File: src/rtl/uart_pkg.sv
`default_nettype none
// ------------------------------------------------------------------
// uart_pkg -- register offsets, CON bit map and TX FSM state encoding
// Rev 1.0
// ------------------------------------------------------------------
package uart_pkg;

  localparam logic [31:0] TXD_OFS = 32'h0000_0000;
  localparam logic [31:0] RXD_OFS = 32'h0000_0004;
  localparam logic [31:0] CON_OFS = 32'h0000_0008;

  localparam int CON_TX_IE   = 0;
  localparam int CON_RX_IE   = 1;
  localparam int CON_TX_DONE = 2;
  localparam int CON_RX_FULL = 3;
  localparam int CON_TX_FULL = 4;
  localparam int CON_TX_OVF  = 5;
  localparam int CON_RX_OVR  = 6;
  localparam int CON_W       = 7;

  typedef enum logic [1:0] {
    IDLE      = 2'd0,
    START     = 2'd1,
    WAIT_BUSY = 2'd2,
    WAIT_DONE = 2'd3
  } tx_state_t;

endpackage
`default_nettype wire

File: src/rtl/uart_tx_fifo.sv
`default_nettype none
// ------------------------------------------------------------------
// uart_tx_fifo -- byte FIFO, power-of-two depth, push accepted when full if popping
// Rev 1.0
// ------------------------------------------------------------------
module uart_tx_fifo #(
  parameter int DEPTH = 4
) (
  input  logic                     clk,
  input  logic                     reset,
  input  logic                     push,
  input  logic                     pop,
  input  logic [7:0]               din,
  output logic [7:0]               dout,
  output logic [$clog2(DEPTH):0]   count,
  output logic                     full,
  output logic                     empty
);
  localparam int AW = $clog2(DEPTH);
  localparam int CW = AW + 1;

  logic [7:0]    mem [DEPTH];
  logic [AW-1:0] wr_ptr;
  logic [AW-1:0] rd_ptr;
  logic          do_push;
  logic          do_pop;

  assign empty   = (count == '0);
  assign full    = (count == CW'(DEPTH));
  assign do_pop  = pop & ~empty;
  assign do_push = push & (~full | do_pop);
  assign dout    = mem[rd_ptr];

  // Pointers are exactly AW bits wide, so they wrap modulo DEPTH on their own.
  always_ff @(posedge clk or posedge reset) begin
    if (reset) begin
      wr_ptr <= '0;
      rd_ptr <= '0;
      count  <= '0;
    end else begin
      if (do_push) wr_ptr <= wr_ptr + 1'b1;
      if (do_pop)  rd_ptr <= rd_ptr + 1'b1;
      if (do_push && !do_pop)      count <= count + 1'b1;
      else if (do_pop && !do_push) count <= count - 1'b1;
    end
  end

  always_ff @(posedge clk) begin
    if (do_push) mem[wr_ptr] <= din;
  end

endmodule
`default_nettype wire

File: src/rtl/uart_bus_ctrl.sv
`default_nettype none
// ------------------------------------------------------------------
// uart_bus_ctrl -- memory-mapped UART front end: TXD/RXD/CON registers, TX FIFO, TX sequencer
// Rev 1.0
// ------------------------------------------------------------------
module uart_bus_ctrl #(
  parameter int          TX_DEPTH = 4,
  parameter logic [31:0] BASE     = 32'h4000_0018
) (
  input  logic        sysclk,
  input  logic        reset,
  input  logic        mem_read,
  input  logic        mem_write,
  input  logic [31:0] addr,
  input  logic [31:0] wdata,
  output logic [31:0] rdata,
  output logic        irq,
  output logic [7:0]  tx_data,
  output logic        tx_start,
  input  logic        tx_busy,
  input  logic [7:0]  rx_data,
  input  logic        rx_valid
);
  import uart_pkg::*;

  localparam int          CW       = $clog2(TX_DEPTH) + 1;
  localparam logic [31:0] TXD_ADDR = BASE + TXD_OFS;
  localparam logic [31:0] RXD_ADDR = BASE + RXD_OFS;
  localparam logic [31:0] CON_ADDR = BASE + CON_OFS;

  tx_state_t        state;
  logic             sel_txd, sel_rxd, sel_con;
  logic             wr_txd, rd_rxd, rd_con, wr_con;
  logic             tx_ie, rx_ie, tx_done, rx_full, tx_ovf, rx_ovr, tx_full;
  logic [7:0]       rx_hold;
  logic             fifo_pop, fifo_full, fifo_empty, done_evt;
  logic [7:0]       fifo_dout;
  logic [CW-1:0]    fifo_count;
  logic [CON_W-1:0] con;
  logic             unused_wdata;

  assign sel_txd  = (addr == TXD_ADDR);
  assign sel_rxd  = (addr == RXD_ADDR);
  assign sel_con  = (addr == CON_ADDR);
  assign wr_txd   = mem_write & sel_txd;
  assign wr_con   = mem_write & sel_con;
  assign rd_rxd   = mem_read & sel_rxd;
  assign rd_con   = mem_read & sel_con;

  assign fifo_pop = (state == START);
  assign done_evt = (state == WAIT_DONE) & ~tx_busy;
  assign tx_full  = (fifo_count == CW'(TX_DEPTH));

  assign unused_wdata = ^wdata[31:8];

  uart_tx_fifo #(
    .DEPTH (TX_DEPTH)
  ) u_fifo (
    .clk   (sysclk),
    .reset (reset),
    .push  (wr_txd),
    .pop   (fifo_pop),
    .din   (wdata[7:0]),
    .dout  (fifo_dout),
    .count (fifo_count),
    .full  (fifo_full),
    .empty (fifo_empty)
  );

  // IDLE also looks at the incoming write so an empty block starts one cycle after it.
  always_ff @(posedge sysclk or posedge reset) begin
    if (reset) begin
      state    <= IDLE;
      tx_start <= 1'b0;
      tx_data  <= 8'h00;
    end else begin
      tx_start <= 1'b0;
      case (state)
        IDLE: begin
          if (!fifo_empty || wr_txd) begin
            state    <= START;
            tx_start <= 1'b1;
            tx_data  <= fifo_empty ? wdata[7:0] : fifo_dout;
          end
        end
        START:     state <= WAIT_BUSY;
        WAIT_BUSY: if (tx_busy)  state <= WAIT_DONE;
        WAIT_DONE: if (!tx_busy) state <= IDLE;
        default:   state <= IDLE;
      endcase
    end
  end

  // Sticky flags: a set event in the same cycle as a CON read wins over the clear.
  always_ff @(posedge sysclk or posedge reset) begin
    if (reset) begin
      tx_ie   <= 1'b0;
      rx_ie   <= 1'b0;
      tx_done <= 1'b0;
      tx_ovf  <= 1'b0;
      rx_ovr  <= 1'b0;
      rx_full <= 1'b0;
      rx_hold <= 8'h00;
    end else begin
      if (wr_con) begin
        tx_ie <= wdata[CON_TX_IE];
        rx_ie <= wdata[CON_RX_IE];
      end
      if (rd_con) begin
        tx_done <= 1'b0;
        tx_ovf  <= 1'b0;
        rx_ovr  <= 1'b0;
      end
      if (done_evt) tx_done <= 1'b1;
      if (wr_txd && fifo_full && !fifo_pop) tx_ovf <= 1'b1;
      if (rx_valid) begin
        rx_hold <= rx_data;
        rx_full <= 1'b1;
        if (rx_full && !rd_rxd) rx_ovr <= 1'b1;
      end else if (rd_rxd) begin
        rx_full <= 1'b0;
      end
    end
  end

  always_comb begin
    con              = '0;
    con[CON_TX_IE]   = tx_ie;
    con[CON_RX_IE]   = rx_ie;
    con[CON_TX_DONE] = tx_done;
    con[CON_RX_FULL] = rx_full;
    con[CON_TX_FULL] = tx_full;
    con[CON_TX_OVF]  = tx_ovf;
    con[CON_RX_OVR]  = rx_ovr;
  end

  always_comb begin
    rdata = 32'h0;
    if (sel_rxd)      rdata = {24'h0, rx_hold};
    else if (sel_con) rdata = {{(32-CON_W){1'b0}}, con};
  end

  assign irq = (tx_ie & tx_done) | (rx_ie & rx_full);

endmodule
`default_nettype wire

File: config.mk
export PLATFORM = sky130hd
export DESIGN_NAME = uart_bus_ctrl
export DESIGN_NICKNAME = d
export VERILOG_FILES = /design/src/rtl/uart_pkg.sv /design/src/rtl/uart_tx_fifo.sv /design/src/rtl/uart_bus_ctrl.sv
export SDC_FILE = /design/constraint.sdc
export NUM_CORES = 1
export LEC_CHECK = 0
export ABC_AREA = 1
export BUFFER_PORTS_ARGS = -buffer_cell sky130_fd_sc_hd__buf_2
export CAP_MARGIN = 20
export CELL_PAD_IN_SITES_DETAIL_PLACEMENT = 2
export CELL_PAD_IN_SITES_GLOBAL_PLACEMENT = 2
export CORE_MARGIN = 4
export CORE_UTILIZATION = 29
export DETAILED_ROUTE_END_ITERATION = 12
export GPL_TIMING_DRIVEN = 0
export PLACE_DENSITY = 0.9
export SLEW_MARGIN = 20
export SYNTH_ARGS = -nofsm -noshare
export SYNTH_HDL_FRONTEND = slang
export SYNTH_SLANG_ARGS = --single-unit
File: constraint.sdc
create_clock -name sysclk -period 2.8 [get_ports sysclk]
set_input_delay 0.7 -clock sysclk [delete_from_list [all_inputs] [get_ports sysclk]]
set_output_delay 0.7 -clock sysclk [all_outputs]
set_load 0.05 [all_outputs]
; After elaboration in Yosys (flattened, before gate mapping)
; Memories as Yosys holds them, arrays and structs flattened.
; Cells that the tools add are included.
[op_classes]
addsub = 4
n_eq_ne = 10
mux = 21
n_bitwise = 14
n_reduce_logical = 19
[ops]
columns = cell, count
row1 = equality test 32 x 31 -> 1 bit (second input constant), 3
row2 = 2-to-1 mux 8 bit, 2
row3 = 2-to-1 mux 1 bit, 12
row4 = AND 1 bit, 9
row5 = case mux 2 bit (4 select lines), 1
row6 = nonzero test 2 bit, 4
row7 = 2-to-1 mux 7 bit, 1
row8 = 2-to-1 mux 2 bit, 3
row9 = 2-to-1 mux 3 bit, 2
row10 = != test 2 bit (second input constant), 3
row11 = logical AND 1 bit, 5
row12 = logical NOT 1 bit, 5
row13 = adder 2 x 1 -> 2 bit (second input constant), 2
row14 = equality test 2 bit (second input constant), 2
row15 = adder 3 x 1 -> 3 bit (second input constant), 1
row16 = equality test 3 bit (second input constant), 1
row17 = logical NOT 3 bit, 1
row18 = inverter 1 bit, 3
row19 = AND reduction 3 bit, 1
row20 = subtractor 3 x 1 -> 3 bit (second input constant), 1
row21 = equality test 2 x 1 -> 1 bit (second input constant), 1
row22 = logical NOT 2 bit, 1
row23 = OR 1 bit, 2
row24 = AND reduction 2 bit, 1
row25 = logical OR 1 bit, 1
[word_totals]
reg_bits = 32
ram_bits = 32
n_memories = 1
[memory_table]
columns = name, words, word_bits, read_ports, rd_clocked_by_memory_dff, write_ports, line_no
row1 = u_fifo.mem, 4, 8, 1, 0, 1, uart_tx_fifo.sv:22  ; logic [7:0] mem [DEPTH];

; Longest topological paths before layout
; Gate-level depths: netlist (run 1).
[logic_depth]
depth_word = 9
depth_mapped = 14
depth_no_buf = 14

; Cells and area by module
; From an unflattened synthesis (run 1), not the netlist that was laid out.
[hier_totals]
hier_cells = 365
area_unflattened_um2 = 3357.0
[by_module_without_submodules]
columns = mod, n_inst, cells_per_inst, area_per_inst_um2, seq_area_each_um2
row1 = uart_tx_fifo, 1, 148, 1707.9, 1136.1
row2 = uart_bus_ctrl, 1, 217, 1649.1, 625.6

; Least setup slack after synthesis (run 1)
; OpenSTA, ideal clock, no wires.
[synth_path]
kind = in2out
from = in addr[24]
to = out rdata[6]
arrival_ps = 2465
slack_ps = -365
stages = 8
path_cell_list = inv_1 -> nand2_1 -> nor2_1 -> nand2_1 -> nor2_4 -> and2_2 -> nand2_2 -> o21ai_0
[synth_between]
elab_chain_cells = 3
elab_cells_between_ends = 4
cone_classes = eq/ne (2) / mux (2)
[synth_rtl]
columns = element, line_no
row1 = from (decl), uart_bus_ctrl.sv:14  ; input logic [31:0] addr,
row2 = equality test 32 x 31 -> 1 bit, uart_bus_ctrl.sv:44  ; assign sel_con = (addr == CON_ADDR);
row3 = 2-to-1 mux 7 bit, uart_bus_ctrl.sv:140  ; else if (sel_con) rdata = {{(32-CON_W){1'b0}}, con};
row4 = 2-to-1 mux 8 bit *, uart_bus_ctrl.sv:139  ; if (sel_rxd) rdata = {24'h0, rx_hold};
row5 = to (decl), uart_bus_ctrl.sv:16  ; output logic [31:0] rdata,
; Mark *: on every way between the ends. The rest lies on a longest branch, timed or not.

; Final worst setup path (run 1)
[layout_path]
from = in addr[7]
to = out rdata[4]
; The elaborated chain is that of the path after synthesis.

==> impl_metrics.tcl, run 1 <==
set metrics [dict create \
    ant_nets 0 \
    cp-start-kind "primary input" \
    cts.sinks 64 \
    synth-main-ff-cell "edfxtp_1" \
    ys_seq_area_share_pct 53.5 \
    gp_congestion 0.746 \
    track_usage_pct 15.8 \
    hpwl_mm 7.21 \
    fmax_ghz 0.371 \
    setup_viol 0 \
    placed_cell_area_um2 3900 \
    synth-seq-cells 64 \
    slew_headroom_pct 40.1 \
    clk_latency_ns 0.33 \
    synth_cell_type_count 35 \
    grt_overflow 0 \
    reg2reg_from "u_fifo.count[0]$_DFFE_PP0P_" \
    drive_above_1_share_pct 30.9 \
    cellPowerDensity_nw_per_um2 917 \
    core-area_um2 11000 \
    worstPathCellList "buf_2 -> nor2_1 -> nand3_1 -> nor2_4 -> and2_2 -> nand2_2 -> o22ai_1 -> buf_4" \
    drv_cap 0 \
    grt_first_pass_wirelength_mm 15.8 \
    drt_iter0_markers 81 \
    path_buf_inv 2 \
    fin_worst_skew_ns 0.00624 \
    worstPathRequired_ns 2.10 \
    path_clk_slew_ns 0.05 \
    worstPathArrival_ns 2.00 \
    dp_cells 580 \
    antenna_found_initial 0 \
    netlist_area_um2 3290 \
    ctsLongestPathBuffers 2 \
    fin_hold_ws_ns 0.491 \
    crit_fanout 8 \
    cts_tree "done" \
    route.detailed.drc 0 \
    totalWireLength_mm 10.3 \
    leakagePower_nw 2.04 \
    hold_viol 0 \
    synth_most_common_cell "inv_1" \
    crit_path_end_kind "output port" \
    startpoint "addr[7]" \
    slowest_delay_ns 0.23 \
    design_area_um2 4260 \
    io_pins 120 \
    synth.top_cell.area_share_pct 29.2 \
    cts_htree_levels 3 \
    totalPowerFinal_mw 3.91 \
    worstHoldStart "tx_data[6]$_DFFE_PP0P_" \
    max_slew.worst_pin.slew_ns 0.896 \
    synth.avg_cell_area_um2 9.48 \
    ctsRootBufferMaster "clkbuf_16" \
    finalCriticalPeriod_ns 2.70 \
    synthToLayoutAreaGrowth_pct 29.6 \
    critPathKind "in -> out" \
    hp-class "reg -> reg" \
    grt_max_degree 33 \
    ir_worst_vdd_uv 524 \
    crit_slowest_cell "buf_4" \
    numCtsBuffers 9 \
    first_pass_iters 4 \
    die_h_um 115 \
    cp_top_family "simple AND/OR/NAND/NOR gates" \
    fin_nets 541 \
    final_cells 597 \
    grt_pass1_vias 3077 \
    synth.largest_area_cell "edfxtp_1" \
    synthArstFlopShare_pct 50.0 \
    die_w_um 115 \
    yosysWarnings 0 \
    setup_tns_ns 0 \
    diodes 0 \
    vias 2704 \
    fin_crit_sh_pct 96.3 \
    hold_buffers 0 \
    status "complete, no violations" \
    rows 38 \
    initial_core_util_pct 30.0 \
    vias_per_cell 4.53 \
    io_buffers 70 \
    routedWlPerCell_um 17.3 \
    synth_area_leaders "edfxtp_1 29%, dfrtp_1 24%, o21ai_0 5.6%" \
    synth_enable_flop_cells 32 \
    die_area_um2 13100 \
    synth_cells 347 \
    rsz0062_at_grt "true" \
    maxSlewViolCount 0 \
    netlist_top_cells_count "49 x inv_1, 47 x nor2_1, 45 x nand2_1" \
]
## placed cells by master (no fill, tap or decap), types with 8 or more instances in the layout
| cell | count |
|---|---|
| buf_2 | 67 |
| inv_1 | 48 |
| nand3_1 | 11 |
| o211ai_1 | 8 |
| dfrtp_1 | 32 |
| clkbuf_16 | 9 |
| o21ai_2 | 9 |
| nor2_1 | 47 |
| nand2_1 | 44 |
| buf_4 | 31 |
| ha_1 | 10 |
| conb_1 | 24 |
| o21ai_0 | 36 |
| edfxtp_1 | 32 |
## report_power, final
| part | leakage [nW] | switching [mW] | internal [mW] | total, mW |
|---|---|---|---|---|
| logic | 1.22 | 1.04 | 0.452 | 1.49 |
| clock network | 0.154 | 0.404 | 0.800 | 1.20 |
| registers | 0.663 | 0.0875 | 1.13 | 1.21 |
| total | 2.04 | 1.53 | 2.38 | 3.91 |
## through the flow
stage,setup slack (ns),utilization (%)
after detailed placement,-0.0135,35.5
after floorplan,-0.0405,-
after global routing,-0.0569,38.8
after global placement,0.0680,35.5
final,0.104,38.8
after CTS,0.0432,38.4
## what timing repair did
| item | 4_1_cts | 5_1_grt |
|---|---|---|
| setup endpoints to repair | 1 | 8 |
| pin swaps | 0 | 1 |
| gates resized for setup | 1 | 17 |
| setup buffers | 0 | 1 |
| hold endpoints to repair | 0 | 0 |
## sequential cells by signal, summed over array words and instances (netlist names)
register,cells
u_fifo.mem,32
rx_ovr,1
state,2
tx_ie,1
rx_hold,8
tx_ovf,1
u_fifo.count,3
u_fifo.rd_ptr,2
rx_full,1
tx_start,1
u_fifo.wr_ptr,2
tx_data,8
tx_done,1
rx_ie,1
## worst paths after layout
kind,cells past startpoint,end,slack (ns)
worst min register to register,2,tx_data[6]$_DFFE_PP0P_,0.49
min in group asynchronous,2,u_fifo.wr_ptr[0]$_DFFE_PP0P_,0.50
worst max register to register,12,u_fifo.count[2]$_DFFE_PP0P_,0.33
max in group asynchronous,2,tx_data[7]$_DFFE_PP0P_,1.82
worst min-delay path,2,tx_data[6]$_DFFE_PP0P_,0.49
worst max-delay path,8,rdata[4],0.10
## logic make-up (layout without fill, tap and decap cells)
| kind of cell | Yosys count | count (layout) | synth area share [%] |
|---|---|---|---|
| mux | 2 | 2 | 0.646 |
| compound gates | 61 | 61 | 11.1 |
| simple gates | 120 | 120 | 16.2 |
| flops | 64 | 64 | 53.5 |
| other cells | 1 | 24 | 0.114 |
| buf+inv | 83 | 170 | 12.6 |
| xor+xnor | 5 | 5 | 1.33 |
| fa+ha+maj | 11 | 11 | 4.41 |
## per-layer routing
metal  up-vias  global-route usage, %  part of all wire [%]
li1       1282                      -                     -
met1      1337                   17.3                    39
met2        73                   29.7                    54
met3        12                   3.54                   4.8
met4         0                   5.54                   1.8
met5         -                      0                     0
## layout make-up
| cell class | instances | area, um^2 |
|---|---|---|
| fillers | 1243 | 6720 |
| flip-flops and latches | 64 | 1760 |
| multi-input cells | 223 | 1220 |
| repair buffers | 71 | 379 |
| clock buffers | 12 | 246 |
| plain buffers | 32 | 224 |
| inverters | 51 | 191 |
| well taps | 140 | 175 |
| clock inverters | 4 | 68.8 |
## worst min-delay path, delay by kind of cell, from the launching register on
kind	cells	cell delay [ns]
AOI/OAI and AO/OA	1	0.05
and+or+nand+nor	1	0.07
DFF	1	0.34
(Power assumes the default switching activity.)
==> run 2, diff against run 1 <==
- CELL_PAD_IN_SITES_DETAIL_PLACEMENT: 2 -> not set
- CELL_PAD_IN_SITES_GLOBAL_PLACEMENT: 2 -> not set
- CORE_UTILIZATION: 29 -> 50
- PLACE_DENSITY: 0.9 -> 0.91
==> impl_metrics.tcl, run 2 (same netlist as run 1, synthesis figures left out) <==
set metrics [dict create \
    status "complete, no violations" \
    leakagePower_nw 1.96 \
    fin_nets 540 \
    antenna_found_initial 0 \
    die_area_um2 7940 \
    fin_worst_skew_ns 0.00349 \
    fin_ws_ns 0.118 \
    largest_registers "u_fifo.mem (32), rx_hold (8), tx_data (8)" \
    fin_hold_ws_ns 0.450 \
    worstPathRequired_ns 2.10 \
    route.detailed.drc 0 \
    layout_common_cells "66 x buf_2, 47 x inv_1, 47 x nor2_1" \
    hpwl_mm 5.46 \
    maxSlewViolCount 0 \
    critPathKind "in -> out" \
    slew_headroom_pct 53.9 \
    seq_power_share_pct 36.1 \
    clk_latency_ns 0.33 \
    hold_buffers 0 \
    synthToLayoutAreaGrowth_pct 22.5 \
    p_comb_share_pct 41.8 \
    postCtsSetupBuffers 0 \
    cts_resized 0 \
    cts.sinks 64 \
    totalWireLength_mm 7.05 \
    drive_above_1_share_pct 30.5 \
    die_h_um 89.1 \
    cts_tree "done" \
    core-area_um2 6390 \
    grt_overflow 0 \
    ff_latch_area_um2 1760 \
    die_w_um 89.1 \
    hp-class "in -> async" \
    totalPowerFinal_mw 3.33 \
    fin_crit_sh_pct 95.8 \
    numCtsBuffers 9 \
    rows 29 \
    dp_slack_ns 0.0870 \
    crit_path_end_kind "output port" \
    vias_per_cell 4.81 \
    final_cells 533 \
    placed_cell_area_um2 3820 \
    final_common_cell "buf_2" \
    grt_first_pass_wirelength_mm 11.2 \
    first_pass_iters 4 \
    worstPathArrival_ns 1.98 \
    design_area_um2 4030 \
    track_usage_pct 18.6 \
    largest_reg_flops 32 \
    final_util_pct 63.1 \
    initial_core_util_pct 51.5 \
    fmax_ghz 0.373 \
    diodes 0 \
    vias 2563 \
    drv_cap 0 \
    multi_input_area_um2 1200 \
    dp_cells 517 \
    p_switching_mw 1.35 \
    routedWlPerCell_um 13.2 \
    ctsLongestPathBuffers 2 \
    setup_tns_ns 0 \
    clock_power_share_pct 22.2 \
    gp_congestion 0.907 \
    ctsRootBufferMaster "clkbuf_8" \
    setup_viol 0 \
    io_pins 120 \
    switching_share_pct 40.6 \
    cp-start-kind "primary input" \
    rsz0062_at_grt "false" \
    max_slew.worst_pin.slew_ns 0.688 \
    finalCriticalPeriod_ns 2.68 \
    io_buffers 70 \
    p_int_mw 1.98 \
    hold_viol 0 \
    ir_worst_vdd_uv 619 \
    regMostFlops "u_fifo.mem" \
    drt_iter0_markers 171 \
    cts_htree_levels 3 \
    num-fill-cells 498 \
    cellPowerDensity_nw_per_um2 827 \
    path_clk_slew_ns 0.07 \
    crit_fanout 8 \
    grt_pass1_vias 2511 \
    grt_max_degree 33 \
    ant_nets 0 \
]
==> run 2: changes by cell type in the layout (fill, tap and decap cells not counted), moves of 3 or more <==
cell / delta
buf_4: -3
clkbuf_4: +4
clkbuf_16: -9
clkbuf_8: +8
==> run 2: power groups by stage <==
stage	Combinational [mW]	Sequential [mW]	Clock, mW
6_report	1.39	1.20	0.739
2_1_floorplan	0.854	1.43	0
4_1_cts	1.40	1.20	0.756
3_3_place_gp	1.32	1.21	0
5_1_grt	1.53	1.22	0.807
3_5_place_dp	1.38	1.22	0
==> run 2: cell type report <==
class / count / share of cell area, %
Timing Repair Buffer: 70 / 9.19
Buffer: 32 / 5.56
Multi-Input combinational cell: 223 / 29.8
Clock buffer: 10 / 3.17
Sequential cell: 64 / 43.7
Tap cell: 77 / 2.39
Inverter: 51 / 4.75
Clock inverter: 6 / 1.49
==> run 2: path summary, 6_finish.rpt <==
check	to	from	depth (start not counted)	slack, ns
min in group sysclk	tx_data[5]$_DFFE_PP0P_	tx_data[5]$_DFFE_PP0P_	2	0.49
hold / removal	tx_data[7]$_DFFE_PP0P_	reset	2	0.45
hold reg to reg	tx_data[5]$_DFFE_PP0P_	tx_data[5]$_DFFE_PP0P_	2	0.49
setup / recovery	rdata[3]	addr[31]	10	0.12
setup reg to reg	u_fifo.count[1]$_DFFE_PP0P_	u_fifo.count[0]$_DFFE_PP0P_	9	0.54
max in group asynchronous	state[0]$_DFFE_PP0P_	reset	2	1.93
==> run 2: critical path, stage by stage <==
cell	delay, ns
buf_2	0.10
inv_1	0.05
nand2_1	0.05
nor2_1	0.12
nand2_1	0.11
nor2_4	0.16
and2_2	0.18
nand2_2	0.11
o22ai_1	0.15
clkbuf_4	0.26
==> run 2: routing by layer <==
metal	GRT usage, %	vias to the layer above	share of wire, %
met5	0	-	0
met1	21.7	1163	38
li1	-	1277	-
met4	8.25	0	2.4
met3	4.79	17	8.0
met2	32.0	106	51
